==> src/rtl/alu_unit.sv <==
// alu_unit: single-issue integer execution unit on the ALU CDB port.
// Results and branch/JALR redirects are registered, one cycle after dispatch.
// Optional RV32M multiplier is compiled in with `define ALU_MUL_EN; without it
// multiply opcodes take the unknown-opcode path and busy is tied low.
// The opcode input is named type_in because "type" is a reserved word.
module alu_unit #(
  parameter int unsigned VAL_W    = 32,
  parameter int unsigned ROB_ID_W = 4,
  parameter int unsigned OP_W     = 7
) (
  input  logic                clk,
  input  logic                rst_in,
  input  logic                rdy_in,
  input  logic                flush,
  input  logic                execute,
  input  logic [OP_W-1:0]     type_in,
  input  logic [VAL_W-1:0]    val1,
  input  logic [VAL_W-1:0]    val2,
  input  logic [VAL_W-1:0]    imm,
  input  logic [VAL_W-1:0]    pc,
  input  logic [ROB_ID_W:0]   entry,
  output logic                busy,
  output logic                aluReady,
  output logic [ROB_ID_W:0]   entry_out,
  output logic [VAL_W-1:0]    val_out,
  output logic                alu2if_con,
  output logic [VAL_W-1:0]    alu2if_pc
);

  localparam logic [OP_W-1:0] OP_LUI   = OP_W'(1);
  localparam logic [OP_W-1:0] OP_AUIPC = OP_W'(2);
  localparam logic [OP_W-1:0] OP_JAL   = OP_W'(3);
  localparam logic [OP_W-1:0] OP_JALR  = OP_W'(4);
  localparam logic [OP_W-1:0] OP_BEQ   = OP_W'(5);
  localparam logic [OP_W-1:0] OP_BNE   = OP_W'(6);
  localparam logic [OP_W-1:0] OP_BLT   = OP_W'(7);
  localparam logic [OP_W-1:0] OP_BGE   = OP_W'(8);
  localparam logic [OP_W-1:0] OP_BLTU  = OP_W'(9);
  localparam logic [OP_W-1:0] OP_BGEU  = OP_W'(10);
  localparam logic [OP_W-1:0] OP_ADDI  = OP_W'(11);
  localparam logic [OP_W-1:0] OP_SLTI  = OP_W'(12);
  localparam logic [OP_W-1:0] OP_SLTIU = OP_W'(13);
  localparam logic [OP_W-1:0] OP_XORI  = OP_W'(14);
  localparam logic [OP_W-1:0] OP_ORI   = OP_W'(15);
  localparam logic [OP_W-1:0] OP_ANDI  = OP_W'(16);
  localparam logic [OP_W-1:0] OP_SLLI  = OP_W'(17);
  localparam logic [OP_W-1:0] OP_SRLI  = OP_W'(18);
  localparam logic [OP_W-1:0] OP_SRAI  = OP_W'(19);
  localparam logic [OP_W-1:0] OP_ADD   = OP_W'(20);
  localparam logic [OP_W-1:0] OP_SUB   = OP_W'(21);
  localparam logic [OP_W-1:0] OP_SLL   = OP_W'(22);
  localparam logic [OP_W-1:0] OP_SLT   = OP_W'(23);
  localparam logic [OP_W-1:0] OP_SLTU  = OP_W'(24);
  localparam logic [OP_W-1:0] OP_XOR   = OP_W'(25);
  localparam logic [OP_W-1:0] OP_SRL   = OP_W'(26);
  localparam logic [OP_W-1:0] OP_SRA   = OP_W'(27);
  localparam logic [OP_W-1:0] OP_OR    = OP_W'(28);
  localparam logic [OP_W-1:0] OP_AND   = OP_W'(29);

  // Output registers
  logic                aluReady_q,   aluReady_d;
  logic                alu2if_con_q, alu2if_con_d;
  logic [ROB_ID_W:0]   entry_out_q,  entry_out_d;
  logic [VAL_W-1:0]    val_out_q,    val_out_d;
  logic [VAL_W-1:0]    alu2if_pc_q,  alu2if_pc_d;

  // Single-cycle datapath results
  logic [VAL_W-1:0]    alu_val;
  logic                br_con;
  logic [VAL_W-1:0]    br_pc;
  logic                accept;

  // Multiplier handshake (tied off when the multiplier is not built)
  logic                mul_done;
  logic [VAL_W-1:0]    mul_res;
  logic [ROB_ID_W:0]   mul_entry;

`ifdef ALU_MUL_EN
  localparam logic [OP_W-1:0] OP_MUL    = OP_W'(30);
  localparam logic [OP_W-1:0] OP_MULH   = OP_W'(31);
  localparam logic [OP_W-1:0] OP_MULHSU = OP_W'(32);
  localparam logic [OP_W-1:0] OP_MULHU  = OP_W'(33);
  localparam int unsigned CNT_W = $clog2(VAL_W);

  typedef enum logic [0:0] {S_IDLE, S_MUL} state_e;

  state_e              state_q, state_d;
  logic [CNT_W-1:0]    cnt_q, cnt_d;
  logic [2*VAL_W-1:0]  acc_q, acc_d, acc_step, prod;
  logic [VAL_W-1:0]    mcand_q, mcand_d, mplier_q, mplier_d;
  logic                neg_q, neg_d, hi_q, hi_d;
  logic [ROB_ID_W:0]   tag_q, tag_d;
  logic                is_mul, start_mul, sgn1, sgn2, neg1, neg2;

  assign is_mul    = (type_in == OP_MUL) || (type_in == OP_MULH) ||
                     (type_in == OP_MULHSU) || (type_in == OP_MULHU);
  assign busy      = (state_q == S_MUL);
  assign start_mul = execute && !busy && is_mul;
  assign mul_done  = busy && (cnt_q == CNT_W'(VAL_W - 1));
  assign accept    = execute && !busy && !is_mul;
  assign mul_entry = tag_q;

  // FSM state register and multiplier working registers
  always_ff @(posedge clk or posedge rst_in) begin
    if (rst_in) begin
      state_q  <= S_IDLE;
      cnt_q    <= '0;
      acc_q    <= '0;
      mcand_q  <= '0;
      mplier_q <= '0;
      neg_q    <= 1'b0;
      hi_q     <= 1'b0;
      tag_q    <= '0;
    end else if (rdy_in) begin
      state_q  <= state_d;
      cnt_q    <= cnt_d;
      acc_q    <= acc_d;
      mcand_q  <= mcand_d;
      mplier_q <= mplier_d;
      neg_q    <= neg_d;
      hi_q     <= hi_d;
      tag_q    <= tag_d;
    end
  end

  // FSM next state; flush overrides both dispatch and an in-progress multiply
  always_comb begin
    state_d = state_q;
    case (state_q)
      S_IDLE:  if (start_mul) state_d = S_MUL;
      S_MUL:   if (mul_done)  state_d = S_IDLE;
      default: state_d = S_IDLE;
    endcase
    if (flush) state_d = S_IDLE;
  end

  // Shift-add datapath: operand magnitudes loaded at dispatch, sign fixed at the end
  always_comb begin
    sgn1     = (type_in != OP_MULHU);
    sgn2     = (type_in == OP_MUL) || (type_in == OP_MULH);
    neg1     = sgn1 && val1[VAL_W-1];
    neg2     = sgn2 && val2[VAL_W-1];
    acc_step = acc_q + (mplier_q[cnt_q] ? ({{VAL_W{1'b0}}, mcand_q} << cnt_q) : '0);
    prod     = neg_q ? (~acc_step + 1'b1) : acc_step;
    mul_res  = hi_q ? prod[2*VAL_W-1:VAL_W] : prod[VAL_W-1:0];
    cnt_d    = cnt_q;
    acc_d    = acc_q;
    mcand_d  = mcand_q;
    mplier_d = mplier_q;
    neg_d    = neg_q;
    hi_d     = hi_q;
    tag_d    = tag_q;
    if (flush) begin
      cnt_d = '0;
    end else if (start_mul) begin
      cnt_d    = '0;
      acc_d    = '0;
      mcand_d  = neg1 ? (~val1 + 1'b1) : val1;
      mplier_d = neg2 ? (~val2 + 1'b1) : val2;
      neg_d    = neg1 ^ neg2;
      hi_d     = (type_in != OP_MUL);
      tag_d    = entry;
    end else if (busy) begin
      acc_d = acc_step;
      cnt_d = mul_done ? '0 : cnt_q + 1'b1;
    end
  end
`else
  assign busy      = 1'b0;
  assign accept    = execute;
  assign mul_done  = 1'b0;
  assign mul_res   = '0;
  assign mul_entry = '0;
`endif

  // Single-cycle result, branch resolution and JALR target
  always_comb begin
    alu_val = '0;
    br_con  = 1'b0;
    br_pc   = '0;
    case (type_in)
      OP_LUI:            alu_val = val1;
      OP_AUIPC:          alu_val = val1 + val2;
      OP_ADD, OP_ADDI:   alu_val = val1 + val2;
      OP_SUB:            alu_val = val1 - val2;
      OP_AND, OP_ANDI:   alu_val = val1 & val2;
      OP_OR,  OP_ORI:    alu_val = val1 | val2;
      OP_XOR, OP_XORI:   alu_val = val1 ^ val2;
      OP_SLL, OP_SLLI:   alu_val = val1 << val2[4:0];
      OP_SRL, OP_SRLI:   alu_val = val1 >> val2[4:0];
      OP_SRA, OP_SRAI:   alu_val = VAL_W'($signed(val1) >>> val2[4:0]);
      OP_SLT, OP_SLTI:   alu_val = {{(VAL_W-1){1'b0}}, ($signed(val1) < $signed(val2))};
      OP_SLTU, OP_SLTIU: alu_val = {{(VAL_W-1){1'b0}}, (val1 < val2)};
      OP_JAL:            alu_val = pc + VAL_W'(4);
      OP_JALR: begin
        alu_val = pc + VAL_W'(4);
        br_con  = 1'b1;
        br_pc   = (val1 + imm) & ~VAL_W'(1);
      end
      OP_BEQ, OP_BNE, OP_BLT, OP_BGE, OP_BLTU, OP_BGEU: begin
        case (type_in)
          OP_BEQ:  alu_val[0] = (val1 == val2);
          OP_BNE:  alu_val[0] = (val1 != val2);
          OP_BLT:  alu_val[0] = ($signed(val1) <  $signed(val2));
          OP_BGE:  alu_val[0] = ($signed(val1) >= $signed(val2));
          OP_BLTU: alu_val[0] = (val1 <  val2);
          default: alu_val[0] = (val1 >= val2);
        endcase
        br_con = 1'b1;
        br_pc  = alu_val[0] ? (pc + imm) : (pc + VAL_W'(4));
      end
      default:           alu_val = '0;
    endcase
  end

  // Next values of the CDB/redirect registers; pulses drop unless refreshed
  always_comb begin
    aluReady_d   = 1'b0;
    alu2if_con_d = 1'b0;
    entry_out_d  = entry_out_q;
    val_out_d    = val_out_q;
    alu2if_pc_d  = alu2if_pc_q;
    if (!flush) begin
      if (mul_done) begin
        aluReady_d  = 1'b1;
        entry_out_d = mul_entry;
        val_out_d   = mul_res;
      end else if (accept) begin
        aluReady_d   = 1'b1;
        entry_out_d  = entry;
        val_out_d    = alu_val;
        alu2if_con_d = br_con;
        if (br_con) alu2if_pc_d = br_pc;
      end
    end
  end

  // Output registers; everything holds while rdy_in is low
  always_ff @(posedge clk or posedge rst_in) begin
    if (rst_in) begin
      aluReady_q   <= 1'b0;
      alu2if_con_q <= 1'b0;
      entry_out_q  <= '0;
      val_out_q    <= '0;
      alu2if_pc_q  <= '0;
    end else if (rdy_in) begin
      aluReady_q   <= aluReady_d;
      alu2if_con_q <= alu2if_con_d;
      entry_out_q  <= entry_out_d;
      val_out_q    <= val_out_d;
      alu2if_pc_q  <= alu2if_pc_d;
    end
  end

  assign aluReady   = aluReady_q;
  assign alu2if_con = alu2if_con_q;
  assign entry_out  = entry_out_q;
  assign val_out    = val_out_q;
  assign alu2if_pc  = alu2if_pc_q;

endmodule

==> config.mk <==
export PLATFORM = sky130hd
export DESIGN_NAME = alu_unit
export DESIGN_NICKNAME = d
export VERILOG_FILES = /design/src/rtl/alu_unit.sv
export SDC_FILE = /design/constraint.sdc
export NUM_CORES = 1
export LEC_CHECK = 0
export BUFFER_PORTS_ARGS = -buffer_cell sky130_fd_sc_hd__buf_2
export CORE_MARGIN = 4
export CORE_UTILIZATION = 61
export CTS_CLUSTER_DIAMETER = 40
export CTS_CLUSTER_SIZE = 10
export DETAILED_ROUTE_END_ITERATION = 8
export PLACE_DENSITY = 0.86
export SYNTH_ARGS = -nofsm -noshare
export SYNTH_HDL_FRONTEND = slang
export SYNTH_SLANG_ARGS = --single-unit
==> constraint.sdc <==
create_clock -name clk -period 2.7 [get_ports clk]
set_input_delay 0.405 -clock clk [delete_from_list [all_inputs] [get_ports clk]]
set_output_delay 0.405 -clock clk [all_outputs]
set_load 0.1 [all_outputs]
==> results of run 1 <==
cells by family after synthesis:
| kind of cell | synth area share, % |
|---|---|
| adder cells (fa/ha/maj) | 13.2 |
| AO/OA/AOI/OAI | 32.3 |
| XOR/XNOR | 5.13 |
| buffers and inverters | 6.54 |
| other | 0.0239 |
| AND/OR/NAND/NOR | 20.1 |
| flip-flops | 11.3 |
| multiplexers | 11.4 |
cell usage after synthesis (all sizes together) (16+ instances only):
library cell  count  area (um2)
nor3             40         200
o21ai           163         827
a221oi           38         333
mux4             52        1170
xnor2            62         543
a21o             34         255
mux2i            52         521
o211ai           24         180
o21a             21         158
o22ai            17         106
dfrtp            71        1780
a211oi           30         235
nor2            233         875
a22oi            34         255
nand4            26         163
inv             116         435
nand3            51         255
a21oi           210        1050
and3             23         149
nor4             16         106
clkbuf          105         395
a31oi            26         163
buf              36         178
o21bai           25         188
nand2           182         683
nor2b            18         113
o221ai           18         158
xor2             30         263
ha              159        1990
metrics by stage:
stage                     area (um2)  instances  utilization, %
after detailed placement       21600       3174            85.5
after CTS                      22900       3217            90.8
after global placement         21600       3174            85.5
after floorplan                16000       2148               -
routing by layer:
layer  GRT overflow  GRT usage [%]
met2            714            108
met5             16           71.5
met1            105           89.8
met3             76           85.0
met4            311           98.2
timing repair:
item / 4_1_cts
cloned: 4
setup buffers: 26
endpoints found under the setup margin: 64
gates resized for setup: 181
hold buffers: 0
pin swaps: 88
==> results_dict.tcl, run 1 <==
set metrics [dict create \
    synth_cell_types 82 \
    seq_area_frac_synth_pct 11.3 \
    ys_ff_latch 71 \
    cts-root-buf "clkbuf_16" \
    grt_pass1_wl_um 209000 \
    clk_path_buf_depth 2 \
    synthFlopType "dfrtp_1" \
    grtUsageTotal_pct 94.6 \
    initial_utilization_pct 62.2 \
    ys_async_sr_fraction_pct 100 \
    die_w_um 169 \
    gp_congestion 1.27 \
    ctsHtreeMaxLevel 3 \
    rows 58 \
    clock_sink_count 71 \
    syn-mean-instance-area_um2 7.32 \
    run_status "stopped before the end" \
    io-pin-count 217 \
    cts_made_buffers 9 \
    overflow 1222 \
    yosysWarnings 0 \
    grt_pass1_vias 31800 \
    place_ws_ns -1.24 \
    lastStage "5_1_grt" \
    dp_hpwl_um 69400 \
    grt_max_degree 71 \
    synth_fp_nets 2456 \
    error_line "[ERROR GRT-0116] Global routing finished with congestion. Check the congestion regions in the DRC Viewer." \
    syn_area_um2 15700 \
    syn_inst 2148 \
    synth-edff-count 0 \
    port_buffers 215 \
    die_h_um 169 \
]
==> run 2, diff against run 1 <==
CORE_UTILIZATION = 40   (was 61)
CTS_CLUSTER_DIAMETER = default   (was 40)
CTS_CLUSTER_SIZE = default   (was 10)
PLACE_DENSITY = default   (was 0.86)
PLACE_DENSITY_LB_ADDON = 0.15   (was default)
==> run 2 against run 1 <==
Compared with the run above: the flow now finishes, with violations (setup timing); synthesized cell count stayed put; area after synthesis did not move.
==> results_dict.tcl, run 2 <==
set metrics [dict create \
    maxCapViolations 0 \
    start_kind "input port" \
    vias_per_cell 6.23 \
    final_common_cell "buf_4" \
    rsz0062_at_grt "true" \
    yosys.cell_count.top_type "nor2_1" \
    slew_headroom_pct 39.9 \
    grtUsageTotal_pct 41.1 \
    yosysTopAreaCell "ha_1" \
    period_needed_ns 3.26 \
    worstPathRequired_ns 3.01 \
    die_h_um 206 \
    slew_viol_final 0 \
    place_ws_ns -1.14 \
    overflow 0 \
    drc 0 \
    crit-reg2reg-launch "val_out[31]$_DFFE_PP0P_" \
    worst_hold_startpoint "entry[2]" \
    crit_top_cell "a211oi_2" \
    cts-root-buf "clkbuf_16" \
    clk_pin_slew_ns 0.07 \
    p_total_mw 8.88 \
    ys_ff_latch 71 \
    dieArea_um2 42500 \
    yosysWarnings 0 \
    synth_mux_area_share_pct 11.4 \
    worst-setup-path-type "input port to register" \
    synth_top_family_by_area "compound AO/OA/AOI/OAI gates" \
    setup_viol 56 \
    first_pass_iters 6 \
    synthAdderAreaFrac_pct 13.2 \
    clock_sink_count 71 \
    wl_um 90600 \
    run_status "complete, but fails checks" \
    violations "setup timing" \
    yosys.area.top_type_share_pct 12.7 \
    synthToLayoutAreaGrowth_pct 55.0 \
    clock_latency_ns 0.38 \
    holdWs_ns 0.209 \
    antenna_found_initial 3 \
    holdPathEnd "entry_out[2]$_DFFE_PP0P_" \
    antenna_left 0 \
    syn_area_um2 15700 \
    cts_made_buffers 9 \
    peakVddDrop_mv 0.326 \
    rows 72 \
    synth_cell_types 82 \
    syn-mean-instance-area_um2 7.32 \
    dp_hpwl_um 72600 \
    worstPathArrival_ns 3.57 \
    fin_ws_ns -0.562 \
    synth_commonest_cells "nor2_1 (233), a21oi_1 (210), nand2_1 (182)" \
    r2r_setup_slack_ns 1.27 \
    synth_compound_area_share_pct 32.3 \
    fin_tns_setup_ns -19.62 \
    finClkSkew_ns 0 \
    syn_inst 2148 \
    final_cell_mix "buf_4 (731), nor2_1 (228), buf_2 (199), a21oi_1 (187), nand2_1 (180)" \
    vias 21900 \
    min_path_type "input port to register" \
    rr_worst_depth 6 \
    fmax_mhz 307 \
    path_cells "buf_8 > inv_6 > ha_4 > inv_2 > fa_2 > nor2b_4 > o211a_4 > or4b_4 > and3_4 > o21ai_4 > a211oi_2 > or2_4 > or3b_4 > a211oi_2 > a221o_1" \
    leakagePower_nw 11.5 \
    end_kind "register" \
    synth_fp_nets 2456 \
    core_um2 38700 \
    dpl_cell_area_um2 22600 \
    worst_pin_slew_ns 0.891 \
    synth_xor_area_share_pct 5.13 \
    fin_area_um2 24400 \
    synth.area.top_cells "ha_1 (13%), dfrtp_1 (11%), mux4_2 (7.5%), a21oi_1 (6.7%), nor2_1 (5.6%)" \
    gp_congestion 1.06 \
    yosys.area_share.simple_pct 20.1 \
    hold_viol 0 \
    synth-edff-count 0 \
    grt_pass1_vias 21400 \
    cp_slowest_cell "or4b_4" \
    cp_max_fo 7 \
    port_buffers 215 \
    grt_max_degree 73 \
    die_w_um 206 \
    cts_tree "yes" \
    drive_above_1_share_pct 41.2 \
    wire_per_inst_um 25.7 \
    clk_path_buf_depth 2 \
    synthFlopType "dfrtp_1" \
    grt_pass1_wl_um 131000 \
    initial_utilization_pct 40.6 \
    drtIter0Drc 2288 \
    seq_area_frac_synth_pct 11.3 \
    hold_depth 3 \
    ys_async_sr_fraction_pct 100 \
    io-pin-count 217 \
    cpPeakStageDelay_ns 0.55 \
    reg2reg_to "val_out[31]$_DFFE_PP0P_" \
    ctsHtreeMaxLevel 3 \
    cellPowerDensity_nw_per_um2 364 \
    fin_crit_sh_pct 121 \
    nNetsFinal 3304 \
]
==> run 2: cell counts after synthesis <==
No cell type changed its count.
==> run 2: layout make-up <==
cell class	instances	area, um2
fill	3526	14400
multi-input combinational	1815	13900
timing repair buffer	978	7180
sequential	71	1780
tap	518	648
inverter	121	494
clock buffer	9	225
clock inverter	7	121
antenna	3	7.51
==> run 2: cell families after synthesis <==
kind of cell | count (synthesis)
muxes | 113
AOI/OAI and AO/OA | 770
xor gates and xnor gates | 92
other | 1
DFF | 71
adders and majority gates | 163
and+or+nand+nor | 676
buffers and inverters | 262
==> run 2: power by group <==
| part | total [mW] | internal (mW) | leakage, nW | switching (mW) |
|---|---|---|---|---|
| Clock | 1.58 | 0.907 | 0.158 | 0.670 |
| Sequential | 1.34 | 1.22 | 0.902 | 0.126 |
| Combinational | 5.96 | 2.28 | 10.4 | 3.67 |
| Total | 8.88 | 4.41 | 11.5 | 4.47 |
==> run 2: worst max-delay path by stage <==
stage          slack [ns]                        end  cells after the start    start
4_1_cts             -0.51  alu2if_pc[29]$_DFFE_PP0P_                     16  val1[0]
6_report            -0.56  alu2if_pc[26]$_DFFE_PP0P_                     15  val1[0]
3_5_place_dp        -1.14  alu2if_pc[26]$_DFFE_PP0P_                     15  val1[0]
2_1_floorplan       -0.98  alu2if_pc[26]$_DFFE_PP0P_                     18  val2[2]
5_1_grt             -0.60  alu2if_pc[26]$_DFFE_PP0P_                     15  val1[0]
3_3_place_gp        -1.09  alu2if_pc[26]$_DFFE_PP0P_                     15  val1[0]
==> run 2: layer usage <==
layer | vias to the layer above | share of wire, % | GRT usage, %
li1 | 9784 | - | -
met1 | 10600 | 40 | 53.2
met2 | 1285 | 45 | 65.6
met3 | 273 | 10 | 9.79
met4 | 4 | 5.1 | 17.6
met5 | - | 0.026 | 0
==> run 2: timing repair <==
item                                    in CTS  in global routing
hold buffers                                 1                  0
pin swaps                                   57                 57
gates cloned                                 1                  0
gates resized for setup                    163                 93
hold endpoints to repair                    11                  0
endpoints found under the setup margin      64                 62
setup buffers                               28                 16
==> run 2: worst max-delay path, delay by kind of cell <==
| family | cells | cell delay [ns] |
|---|---|---|
| adders and majority gates | 2 | 0.48 |
| buffers and inverters | 3 | 0.20 |
| and+or+nand+nor | 5 | 1.61 |
| AOI/OAI and AO/OA | 5 | 0.85 |
==> run 2: stage by stage <==
stage / cells / util (%)
final: 3522 / 62.9
after global routing: 3519 / 62.9
after CTS: 3507 / 61.7
after detailed placement: 3462 / 58.5
after global placement: 3462 / 58.5
after floorplan: 2148 / -
No activity file was read; power rests on OpenSTA's default activity.
==> run 3, diff against run 2 <==
SETUP_SLACK_MARGIN = 0.5   (was default)
TNS_END_PERCENT = 5   (was default)
==> run 3 against run 2 <==
Compared with the run above: the flow still finishes with violations (setup timing); hold slack got worse by 0.064 ns; sequential share of layout area rose by 0.17 points; core utilization fell by 1.4 points; count of clock-buffer cells in the layout rose by 2; via count fell by 0.20%; clock skew did not move; sequential power barely moved; critical path type unchanged; largest cell class unchanged; largest power group unchanged.
==> results_dict.tcl, run 3 (synthesis gave the netlist of run 2 again) <==
set metrics [dict create \
    run_status "complete, but fails checks" \
    violations "setup timing" \
    synthToLayoutAreaGrowth_pct 51.5 \
    drive_above_1_share_pct 40.1 \
    cellPowerDensity_nw_per_um2 353 \
    wire_per_inst_um 26.1 \
    final_common_cell "buf_4" \
    cts_tree "yes" \
    clk_pin_slew_ns 0.06 \
    dp_hpwl_um 74200 \
    fin_ws_ns -0.612 \
    clk_path_buf_depth 2 \
    worst_pin_slew_ns 0.897 \
    end_kind "register" \
    fmax_mhz 302 \
    cts_made_buffers 9 \
    die_h_um 206 \
    p_clk_share_pct 14.8 \
    overflow 0 \
    startpoint "val1[0]" \
    insertedDiodeCount 0 \
    initial_utilization_pct 40.6 \
    slew_headroom_pct 40.2 \
    ctsHoldBuffers 0 \
    peakVddDrop_mv 0.608 \
    grt_pass1_wl_um 134000 \
    setup_viol 54 \
    final_cell_mix "buf_4 (724), nor2_1 (227), buf_2 (207), a21oi_1 (191), nand2_1 (180)" \
    ctsHtreeMaxLevel 3 \
    clock_latency_ns 0.38 \
    p_seq_share_pct 16.0 \
    p_total_mw 8.41 \
    rsz0062_at_grt "true" \
    wl_um 91400 \
    worstPathRequired_ns 3.02 \
    fin_tns_setup_ns -21.82 \
    dieArea_um2 42500 \
    port_buffers 215 \
    intPower_mw 4.04 \
    rr_worst_depth 6 \
    die_w_um 206 \
    drtIter0Drc 2612 \
    vias 21900 \
    min_path_type "input port to asynchronous set/reset pin" \
    switchingPower_mw 4.37 \
    nFillCells 3608 \
    clock_sink_count 71 \
    gp_congestion 1.06 \
    fin_crit_sh_pct 123 \
    vias_per_cell 6.26 \
    grt_max_degree 75 \
    dp_cells 3471 \
    holdWs_ns 0.145 \
    nNetsFinal 3283 \
    period_needed_ns 3.31 \
    worst-setup-path-type "input port to register" \
    stdcell_count 3497 \
    first_pass_iters 6 \
    drc 0 \
    finClkSkew_ns 0 \
    antenna_found_initial 3 \
    start_kind "input port" \
    post-route-util_pct 61.5 \
    cts-root-buf "clkbuf_16" \
    maxCapViolations 0 \
    slew_viol_final 0 \
    worstPathArrival_ns 3.63 \
    grtUsageTotal_pct 41.8 \
    hold_viol 0 \
    antenna_left 0 \
    multi_input_comb_area_um2 13700 \
    swShare_pct 52.0 \
    seqCellArea_um2 1780 \
    grt_pass1_vias 21400 \
    core_um2 38700 \
    io-pin-count 217 \
    rows 72 \
    crit-reg2reg-launch "val_out[31]$_DFFE_PP0P_" \
    cp_max_fo 8 \
    leakagePower_nw 11.3 \
    power_frac_comb_pct 69.2 \
]
## run 3: cell count changes in the layout (fill, tap and decap cells not counted), sizes merged
cell and delta:
clkinv +2, bufinv -3, diode -3, buf -19
dlygate4sd3 -1, clkinvlp -2, clkbuf +1
## run 3: worst max-delay path: stages
cell and delay, ns:
buf_8 0.10, inv_4 0.05, ha_4 0.13, inv_2 0.03, fa_2 0.33, nor2b_4 0.13
o211a_1 0.26, or4b_4 0.56, and3_4 0.19, o21ai_4 0.15, a211oi_2 0.10, or2_4 0.40
or3b_4 0.41, a211oi_2 0.23, a221o_1 0.13
## run 3: through the flow
stage / worst slack, ns / area (um2)
after floorplan: -0.983 / 15900
after global placement: -1.23 / 22600
after detailed placement: -1.32 / 22600
after CTS: -0.577 / 23500
after global routing: -0.641 / 23800
final: -0.612 / 23800
## run 3: area by class of cell
cell class | count | area share [%]
clock buffers | 11 | 1.02
clock inverters | 4 | 0.0946
inverters | 121 | 2.03
multi-input cells | 1815 | 57.6
flip-flops and latches | 71 | 7.46
well taps | 518 | 2.72
repair buffers | 957 | 29.1
## run 3: path summary, 6_finish.rpt
| check | slack (ns) | endpoint |
|---|---|---|
| max | -0.61 | alu2if_pc[26]$_DFFE_PP0P_ |
| min | 0.14 | alu2if_con$_DFFE_PP0P_ |
| max reg2reg | 1.27 | val_out[31]$_DFFE_PP0P_ |
| min reg2reg | 0.49 | entry_out[3]$_DFFE_PP0P_ |
| max in group asynchronous | 1.83 | alu2if_pc[28]$_DFFE_PP0P_ |
| min in group clk | 0.21 | entry_out[4]$_DFFE_PP0P_ |
## run 3: timing repair
item / in CTS / in global routing
endpoints found under the setup margin: 64 / 64
gates cloned: 0 / 0
pin swaps: 45 / 29
setup buffers: 5 / 6
resized for setup: 134 / 80
## run 3: per-layer routing
layer / wire [um] / track usage, % / up-vias
met4: 5230 / 19.7 / 6
li1: - / - / 9724
met2: 39900 / 65.5 / 1379
met1: 35800 / 54.2 / 10500
met3: 10400 / 10.2 / 318
met5: 39 / 0 / -
## run 3: power by group through the flow
stage / Clock [mW] / Combinational (mW) / Sequential (mW)
final: 1.24 / 5.82 / 1.35
after global routing: 1.28 / 6.13 / 1.35
after CTS: 1.25 / 5.61 / 1.34
after detailed placement: 0 / 5.45 / 1.36
after global placement: 0 / 5.40 / 1.36
after floorplan: 0 / 2.12 / 2.44
